==> config.mk <==
export PLATFORM = sky130hd
export DESIGN_NAME = mc_control_fsm
export DESIGN_NICKNAME = d
export VERILOG_FILES = /design/src/rtl/mc_ctrl_pkg.sv /design/src/rtl/mc_mem_wait.sv /design/src/rtl/mc_control_fsm.sv
export SDC_FILE = /design/constraint.sdc
export NUM_CORES = 1
export LEC_CHECK = 0
export ABC_CLOCK_PERIOD_IN_PS = 5800
export BUFFER_PORTS_ARGS = -buffer_cell sky130_fd_sc_hd__buf_2
export CAP_MARGIN = 20
export CELL_PAD_IN_SITES_DETAIL_PLACEMENT = 0
export CELL_PAD_IN_SITES_GLOBAL_PLACEMENT = 1
export CORE_ASPECT_RATIO = 1.25
export CORE_UTILIZATION = 31
export DETAILED_ROUTE_END_ITERATION = 8
export PLACE_DENSITY = 0.85
export SLEW_MARGIN = 20
export SYNTH_ARGS = -nofsm -noshare
export SYNTH_HDL_FRONTEND = slang
export SYNTH_SLANG_ARGS = --single-unit
==> constraint.sdc <==
create_clock -name clk -period 5.8 [get_ports clk]
set_clock_uncertainty 0.2 [all_clocks]
set_input_delay 1.74 -clock clk [delete_from_list [all_inputs] [get_ports clk]]
set_output_delay 1.74 -clock clk [all_outputs]
set_load 0.05 [all_outputs]
==> src/rtl/mc_ctrl_pkg.sv <==
// Shared encodings for the multi-cycle MIPS control unit.
package mc_ctrl_pkg;

    // Primary opcodes (IR[31:26]) and the one funct code the FSM dispatches on.
    localparam logic [5:0] OpRtype    = 6'h00;
    localparam logic [5:0] OpRegimm   = 6'h01;
    localparam logic [5:0] OpJ        = 6'h02;
    localparam logic [5:0] OpBeq      = 6'h04;
    localparam logic [5:0] OpBne      = 6'h05;
    localparam logic [5:0] OpBlez     = 6'h06;
    localparam logic [5:0] OpBgtz     = 6'h07;
    localparam logic [5:0] OpSpecial2 = 6'h1C;
    localparam logic [5:0] OpLw       = 6'h23;
    localparam logic [5:0] OpSw       = 6'h2B;
    localparam logic [5:0] FnJr       = 6'h08;

    typedef enum logic [3:0] {
        StFetch, StDecode, StExecR, StExecI, StMemAddr, StMemRd, StMemWb,
        StMemWr, StAluWb, StBranch, StJump, StJr, StIllegal
    } state_e;

    typedef enum logic [1:0] {AluAdd, AluSub, AluFunct, AluImm} alu_op_e;
    typedef enum logic [1:0] {SrcBRt, SrcB4, SrcBImm, SrcBImmSh} alu_src_b_e;
    typedef enum logic [1:0] {PcAlu, PcAluOut, PcJump, PcRs} pc_src_e;
    typedef enum logic [2:0] {
        BrNone, BrEq, BrNe, BrGtz, BrGez, BrLez, BrLtz
    } branch_type_e;

    // addi..lui occupy 0x08-0x0F.
    function automatic logic is_imm_alu(logic [5:0] op);
        return op[5:3] == 3'b001;
    endfunction

endpackage

==> src/rtl/mc_mem_wait.sv <==
// Memory access completion: either a ready handshake or a fixed wait-state count.
module mc_mem_wait
    import mc_ctrl_pkg::*;
#(
    parameter bit          MEM_HANDSHAKE = 1'b1,
    parameter int unsigned MEM_LAT       = 2
) (
    input  logic clk,
    input  logic rst_n,
    input  logic access_i,
    input  logic mem_ready_i,
    output logic done_o
);

    localparam logic [3:0] LastCnt = 4'(MEM_LAT - 1);

    logic [3:0] cnt_q, cnt_d;

    // Completion pulse and saturating wait counter; cleared between accesses.
    always_comb begin
        if (MEM_HANDSHAKE) begin
            done_o = access_i & mem_ready_i;
        end else begin
            done_o = access_i & (cnt_q == LastCnt);
        end
        cnt_d = cnt_q;
        if (!access_i || done_o) begin
            cnt_d = 4'd0;
        end else if (cnt_q != 4'hF) begin
            cnt_d = cnt_q + 4'd1;
        end
    end

    // Counter register with synchronous reset.
    always_ff @(posedge clk) begin
        if (!rst_n) begin
            cnt_q <= 4'd0;
        end else begin
            cnt_q <= cnt_d;
        end
    end

endmodule

==> src/rtl/mc_control_fsm.sv <==
// Multi-cycle MIPS control FSM driving the shared-datapath control lines.
module mc_control_fsm
    import mc_ctrl_pkg::*;
#(
    parameter bit          MEM_HANDSHAKE = 1'b1,
    parameter int unsigned MEM_LAT       = 2
) (
    input  logic       clk,
    input  logic       rst_n,
    input  logic [5:0] opcode,
    input  logic [5:0] funct,
    input  logic [4:0] rt,
    input  logic       mem_ready,
    output logic       pc_write,
    output logic       pc_write_cond,
    output logic       ir_write,
    output logic       iord,
    output logic       mem_read,
    output logic       mem_write,
    output logic       reg_write,
    output logic       reg_dst,
    output logic       mem_to_reg,
    output logic       alu_src_a,
    output logic [1:0] alu_src_b,
    output logic [1:0] alu_op,
    output logic [1:0] pc_src,
    output logic [2:0] branch_type,
    output logic [3:0] state,
    output logic       illegal_op
);

    state_e state_q, state_d;
    logic   illegal_q, illegal_d;
    logic   access, mem_done;

    // Derived from state directly so the completion path has no loop through the decode block.
    assign access = rst_n & ((state_q == StFetch) | (state_q == StMemRd) | (state_q == StMemWr));

    mc_mem_wait #(
        .MEM_HANDSHAKE(MEM_HANDSHAKE),
        .MEM_LAT      (MEM_LAT)
    ) u_mem_wait (
        .clk        (clk),
        .rst_n      (rst_n),
        .access_i   (access),
        .mem_ready_i(mem_ready),
        .done_o     (mem_done)
    );

    // Next-state and output decode; everything is held at 0 while in reset.
    always_comb begin
        state_d       = state_q;
        pc_write      = 1'b0;
        pc_write_cond = 1'b0;
        ir_write      = 1'b0;
        iord          = 1'b0;
        mem_read      = 1'b0;
        mem_write     = 1'b0;
        reg_write     = 1'b0;
        reg_dst       = 1'b0;
        mem_to_reg    = 1'b0;
        alu_src_a     = 1'b0;
        alu_src_b     = SrcBRt;
        alu_op        = AluAdd;
        pc_src        = PcAlu;
        branch_type   = BrNone;
        case (state_q)
            StFetch: begin
                mem_read  = 1'b1;
                alu_src_b = SrcB4;
                if (mem_done) begin
                    ir_write = 1'b1;
                    pc_write = 1'b1;
                    state_d  = StDecode;
                end
            end
            StDecode: begin
                alu_src_b = SrcBImmSh;
                if (opcode == OpRtype) begin
                    state_d = (funct == FnJr) ? StJr : StExecR;
                end else if (is_imm_alu(opcode)) begin
                    state_d = StExecI;
                end else if (opcode == OpSpecial2) begin
                    state_d = StExecR;
                end else if (opcode == OpLw || opcode == OpSw) begin
                    state_d = StMemAddr;
                end else if (opcode[5:2] == 4'b0001) begin
                    state_d = StBranch;
                end else if (opcode == OpRegimm) begin
                    state_d = (rt[4:1] == 4'd0) ? StBranch : StIllegal;
                end else if (opcode == OpJ) begin
                    state_d = StJump;
                end else begin
                    state_d = StIllegal;
                end
            end
            StExecR: begin
                alu_src_a = 1'b1;
                alu_src_b = SrcBRt;
                alu_op    = AluFunct;
                state_d   = StAluWb;
            end
            StExecI: begin
                alu_src_a = 1'b1;
                alu_src_b = SrcBImm;
                alu_op    = AluImm;
                state_d   = StAluWb;
            end
            StAluWb: begin
                reg_write = 1'b1;
                reg_dst   = (opcode == OpRtype) || (opcode == OpSpecial2);
                state_d   = StFetch;
            end
            StMemAddr: begin
                alu_src_a = 1'b1;
                alu_src_b = SrcBImm;
                state_d   = (opcode == OpSw) ? StMemWr : StMemRd;
            end
            StMemRd: begin
                iord     = 1'b1;
                mem_read = 1'b1;
                if (mem_done) state_d = StMemWb;
            end
            StMemWb: begin
                reg_write  = 1'b1;
                mem_to_reg = 1'b1;
                state_d    = StFetch;
            end
            StMemWr: begin
                iord      = 1'b1;
                mem_write = 1'b1;
                if (mem_done) state_d = StFetch;
            end
            StBranch: begin
                alu_src_a     = 1'b1;
                alu_src_b     = SrcBRt;
                alu_op        = AluSub;
                pc_write_cond = 1'b1;
                pc_src        = PcAluOut;
                case (opcode)
                    OpBeq:    branch_type = BrEq;
                    OpBne:    branch_type = BrNe;
                    OpBlez:   branch_type = BrLez;
                    OpBgtz:   branch_type = BrGtz;
                    OpRegimm: branch_type = rt[0] ? BrGez : BrLtz;
                    default:  branch_type = BrNone;
                endcase
                state_d = StFetch;
            end
            StJump: begin
                pc_write = 1'b1;
                pc_src   = PcJump;
                state_d  = StFetch;
            end
            StJr: begin
                pc_write = 1'b1;
                pc_src   = PcRs;
                state_d  = StFetch;
            end
            default: state_d = StIllegal;
        endcase
        if (!rst_n) begin
            state_d       = StFetch;
            pc_write      = 1'b0;
            pc_write_cond = 1'b0;
            ir_write      = 1'b0;
            iord          = 1'b0;
            mem_read      = 1'b0;
            mem_write     = 1'b0;
            reg_write     = 1'b0;
            reg_dst       = 1'b0;
            mem_to_reg    = 1'b0;
            alu_src_a     = 1'b0;
            alu_src_b     = SrcBRt;
            alu_op        = AluAdd;
            pc_src        = PcAlu;
            branch_type   = BrNone;
        end
    end

    // Sticky illegal flag, raised as the FSM enters ILLEGAL.
    assign illegal_d  = illegal_q | (state_d == StIllegal);
    assign illegal_op = illegal_q & rst_n;
    assign state      = rst_n ? state_q : 4'd0;

    // State and flag registers with synchronous active-low reset.
    always_ff @(posedge clk) begin
        if (!rst_n) begin
            state_q   <= StFetch;
            illegal_q <= 1'b0;
        end else begin
            state_q   <= state_d;
            illegal_q <= illegal_d;
        end
    end

endmodule

==> PnR_summary.wiki <==
{| class="wikitable"
! Metric !! Value
|-
| Maximum clock path buffer count || 2
|-
| Clock Latency Late Sink || 0.24 ns
|-
| Bufs and invs on worst path || 2
|-
| F_max || 197.0 MHz
|-
| Post-route cell area || 999.7 sq um
|-
| Share of layout cells above drive strength 1 || 36.99%
|-
| Top cell type's share of synthesized area || 13.27%
|-
| Internal || 0.08486 mW
|-
| Endpoint kind of the worst setup timing path || primary output
|-
| Logic gate share of total power || 44.3%
|-
| Final Hold Fails || 0
|-
| CTS tree || built
|-
| Leakage dissipation || 0.5296 nW
|-
| Worst-case setup slack after placement || 0.7293 ns
|-
| Share of synthesized flip-flops with an asynchronous set or reset || 0%
|-
| Final setup vio count || 0
|-
| Fillers || 251
|-
| Largest net degree at the start of global routing || 21
|-
| Synth Flop Type || dfxtp_1
|-
| Type of the worst min-delay path || reg2reg
|-
| DPL Wire Length || 1.547 mm
|-
| Depth of the CTS H-tree || 1
|-
| Via count of the first global-routing pass || 813
|-
| Initial Utilization || 33.41%
|-
| Via density per instance || 5.277
|-
| Critical-path cell with the highest stage delay || nor4b_1
|-
| Count of mapped cells out of synthesis || 108
|-
| Number of hold-repair buffers added at the cts stage || 0
|-
| Top cells by count, synth || and2_1 (8), clkbuf_1 (8), nand2_1 (7), nor2_1 (7)
|-
| Average cell area after synthesis || 6.986 sq um
|-
| Count of nets after finishing || 167
|-
| Clock period minus worst slack || 5.077 ns
|-
| Number of antenna violations at the first check in global routing || 0
|-
| Syn Std Cell Area || 754.5 sq um
|-
| Placed cell count || 173
|-
| Max FO, Critical Path || 9
|-
| Count of standard-cell rows || 19
|-
| Fraction of power spent switching nets || 42.49%
|-
| Crit path max-delay family || simple AND/OR/NAND/NOR gates
|-
| Unique cell type count in the Yosys netlist || 43
|-
| Total CTS buffers || 3
|-
| Synthesized Nets || 128
|-
| Initial DRC Count || 16
|-
| Worst rel slew slack || 50.43%
|-
| Sequential share of the synthesized area || 13.27%
|-
| Worst setup path class || in2out
|-
| Worst-Margin Slew || 0.7332 ns
|-
| Ports || 44
|-
| Setup fix buffers added after clock tree synthesis || 0
|-
| Non-filler cells, final || 177
|-
| Clock root cell || clkbuf_4
|-
| Die height || 57.16 um
|-
| GPL Wtd Cong || 0.8301
|-
| Peak per-stage delay on the critical path || 0.68 ns
|-
| N_diodes || 0
|-
| Final worst setup slack || 0.7234 ns
|-
| Number of enable flip-flop cells after synthesis || 0
|-
| Power density over the cells || 147.6 nW/um^2
|-
| Cell breakdown of the critical path || buf_2 > nor4b_1 > nand3b_1 > a21oi_1 > buf_2
|-
| Clock Power Share || 26.8%
|-
| Outcome || finished, final reports clean
|-
| Die outline width || 46.13 um
|-
| Count of nets left with antenna violations after detail routing || 0
|-
| DR pass1 iterations || 4
|-
| Depth of the worst register-to-register path || 3
|-
| Clock-pin transition on the worst setup and hold timing paths || 0.04 ns
|-
| Remaining design rule violation count || 0
|-
| Reg power frac || 28.8%
|-
| Number of logic stages on the critical path including buffering || 5
|-
| Number of vias after detailed routing || 934
|-
| Worst endpoint data arrival time || 3.14 ns
|-
| Warnings, synthesis || 0
|-
| Net switching power || 0.06268 mW
|-
| Area grow syn2layout || 32.50%
|-
| Setup repair after global routing missed its margin || no
|-
| Worst path most repeated cell || buf_2
|-
| Global route overflow || 0
|-
| Worst hold path stage count || 1
|-
| Die Footprint || 2636 sq um
|-
| Register bit total from synthesis || 5
|-
| Setup total negative slack || 0 ns
|-
| Wire length reported by the detailed router || 2.015 mm
|-
| Standard cell core area || 2258 sq um
|-
| IR drop worst, VDD || 0.07641 mV
|-
| Type of origin of the critical path || primary input
|-
| Clock sinks || 5
|-
| Number of max-cap violations || 0
|-
| Count of buffers from port buffering || 43
|-
| Cell accounting for the most synthesized area || dfxtp_1
|-
| Detail-routed net length per standard cell || 11.38 um
|-
| Instance area at placement || 973.4 sq um
|-
| Overall fraction of global-route tracks in use || 16.21%
|-
| Period Utilization, post-route || 87.53%
|-
| Global-route wire length before repair || 3.367 mm
|-
| Cell types occupying the most area after synthesis || dfxtp_1 (13%), and2_1 (6.6%), nand2b_1 (5.0%)
|-
| Data required time of the worst path || 3.86 ns
|-
| Total count of max-transition violations in the final report || 0
|-
| Resized cells post-CTS || 0
|}
## power by group through the flow
stage / clock network (mW) / registers, mW / logic, mW
finish: 0.0396 / 0.0425 / 0.0654
global route: 0.0423 / 0.0434 / 0.0711
CTS: 0.0400 / 0.0425 / 0.0656
detailed placement: 0 / 0.0431 / 0.0653
global placement: 0 / 0.0429 / 0.0644
floorplan: 0 / 0.0376 / 0.0526
## worst register-to-register path, stage by stage, from the launching register on
cell	delay, ns
dfxtp_1	0.67
nor3_1	0.18
or3b_2	0.47
o221a_1	0.22
## cell type report
type                       count  area, sq um  area share, %
tap                           31        38.79          3.880
sequential                     5        100.1          10.01
inverter                       6        22.52          2.253
multi-input combinational     88        596.8          59.70
timing repair buffer          43        215.2          21.53
clock buffer                   4        26.28          2.628
## flip-flops by register name (all words and copies together) (netlist names)
register,cells
state_q,4
illegal_q,1
## per-layer routing
layer / global-route usage [%] / wire (um) / vias up
met2: 27.77 / 975 / 32
li1: - / - / 473
met4: 5.042 / 0 / 0
met3: 0 / 68 / 0
met5: 0 / 0 / -
met1: 21.60 / 971 / 429
## cell families (layout without fill, tap and decap cells)
| group | after synthesis | count (layout) | share of synthesized area (%) |
|---|---|---|---|
| simple gates | 59 | 59 | 49.59 |
| buf+inv | 15 | 53 | 7.628 |
| compound gates | 27 | 27 | 27.03 |
| xor+xnor | 1 | 1 | 1.161 |
| flops | 5 | 5 | 13.27 |
| mux | 1 | 1 | 1.327 |
## final timing paths
kind | to | start | slack [ns]
worst max register to register | illegal_q | state_q[2] | 3.95
worst min register to register | illegal_q | illegal_q | 0.36
worst min-delay path | illegal_q | illegal_q | 0.36
worst max-delay path | branch_type[2] | opcode[3] | 0.72
## metrics by stage
step | utilization [%] | hold slack [ns] | total power [mW]
finish | 44.27 | 0.3576 | 0.1475
detailed placement | 43.10 | 0.3408 | 0.1084
CTS | 44.27 | 0.3496 | 0.1482
global route | 44.27 | 0.3854 | 0.1569
global placement | 43.10 | 0.3287 | 0.1073
floorplan | - | 0.3097 | 0.09026
## placed cells by master (no fill, tap or decap), types with 2 or more instances in the layout
master / Yosys / layout
buf_2: 1 / 43
and2_1: 8 / 8
nor2_1: 7 / 7
nand2_1: 7 / 7
inv_1: 6 / 6
nand2b_1: 6 / 6
a21oi_1: 6 / 6
and3_1: 5 / 5
o21ai_0: 5 / 5
dfxtp_1: 5 / 5
nand3b_1: 4 / 4
nand3_1: 4 / 4
a211oi_1: 3 / 3
clkbuf_4: 0 / 3
nor4_2: 2 / 2
or3_1: 2 / 2
and4_1: 2 / 2
or3b_2: 2 / 2
Power figures use the tool's default switching activity.
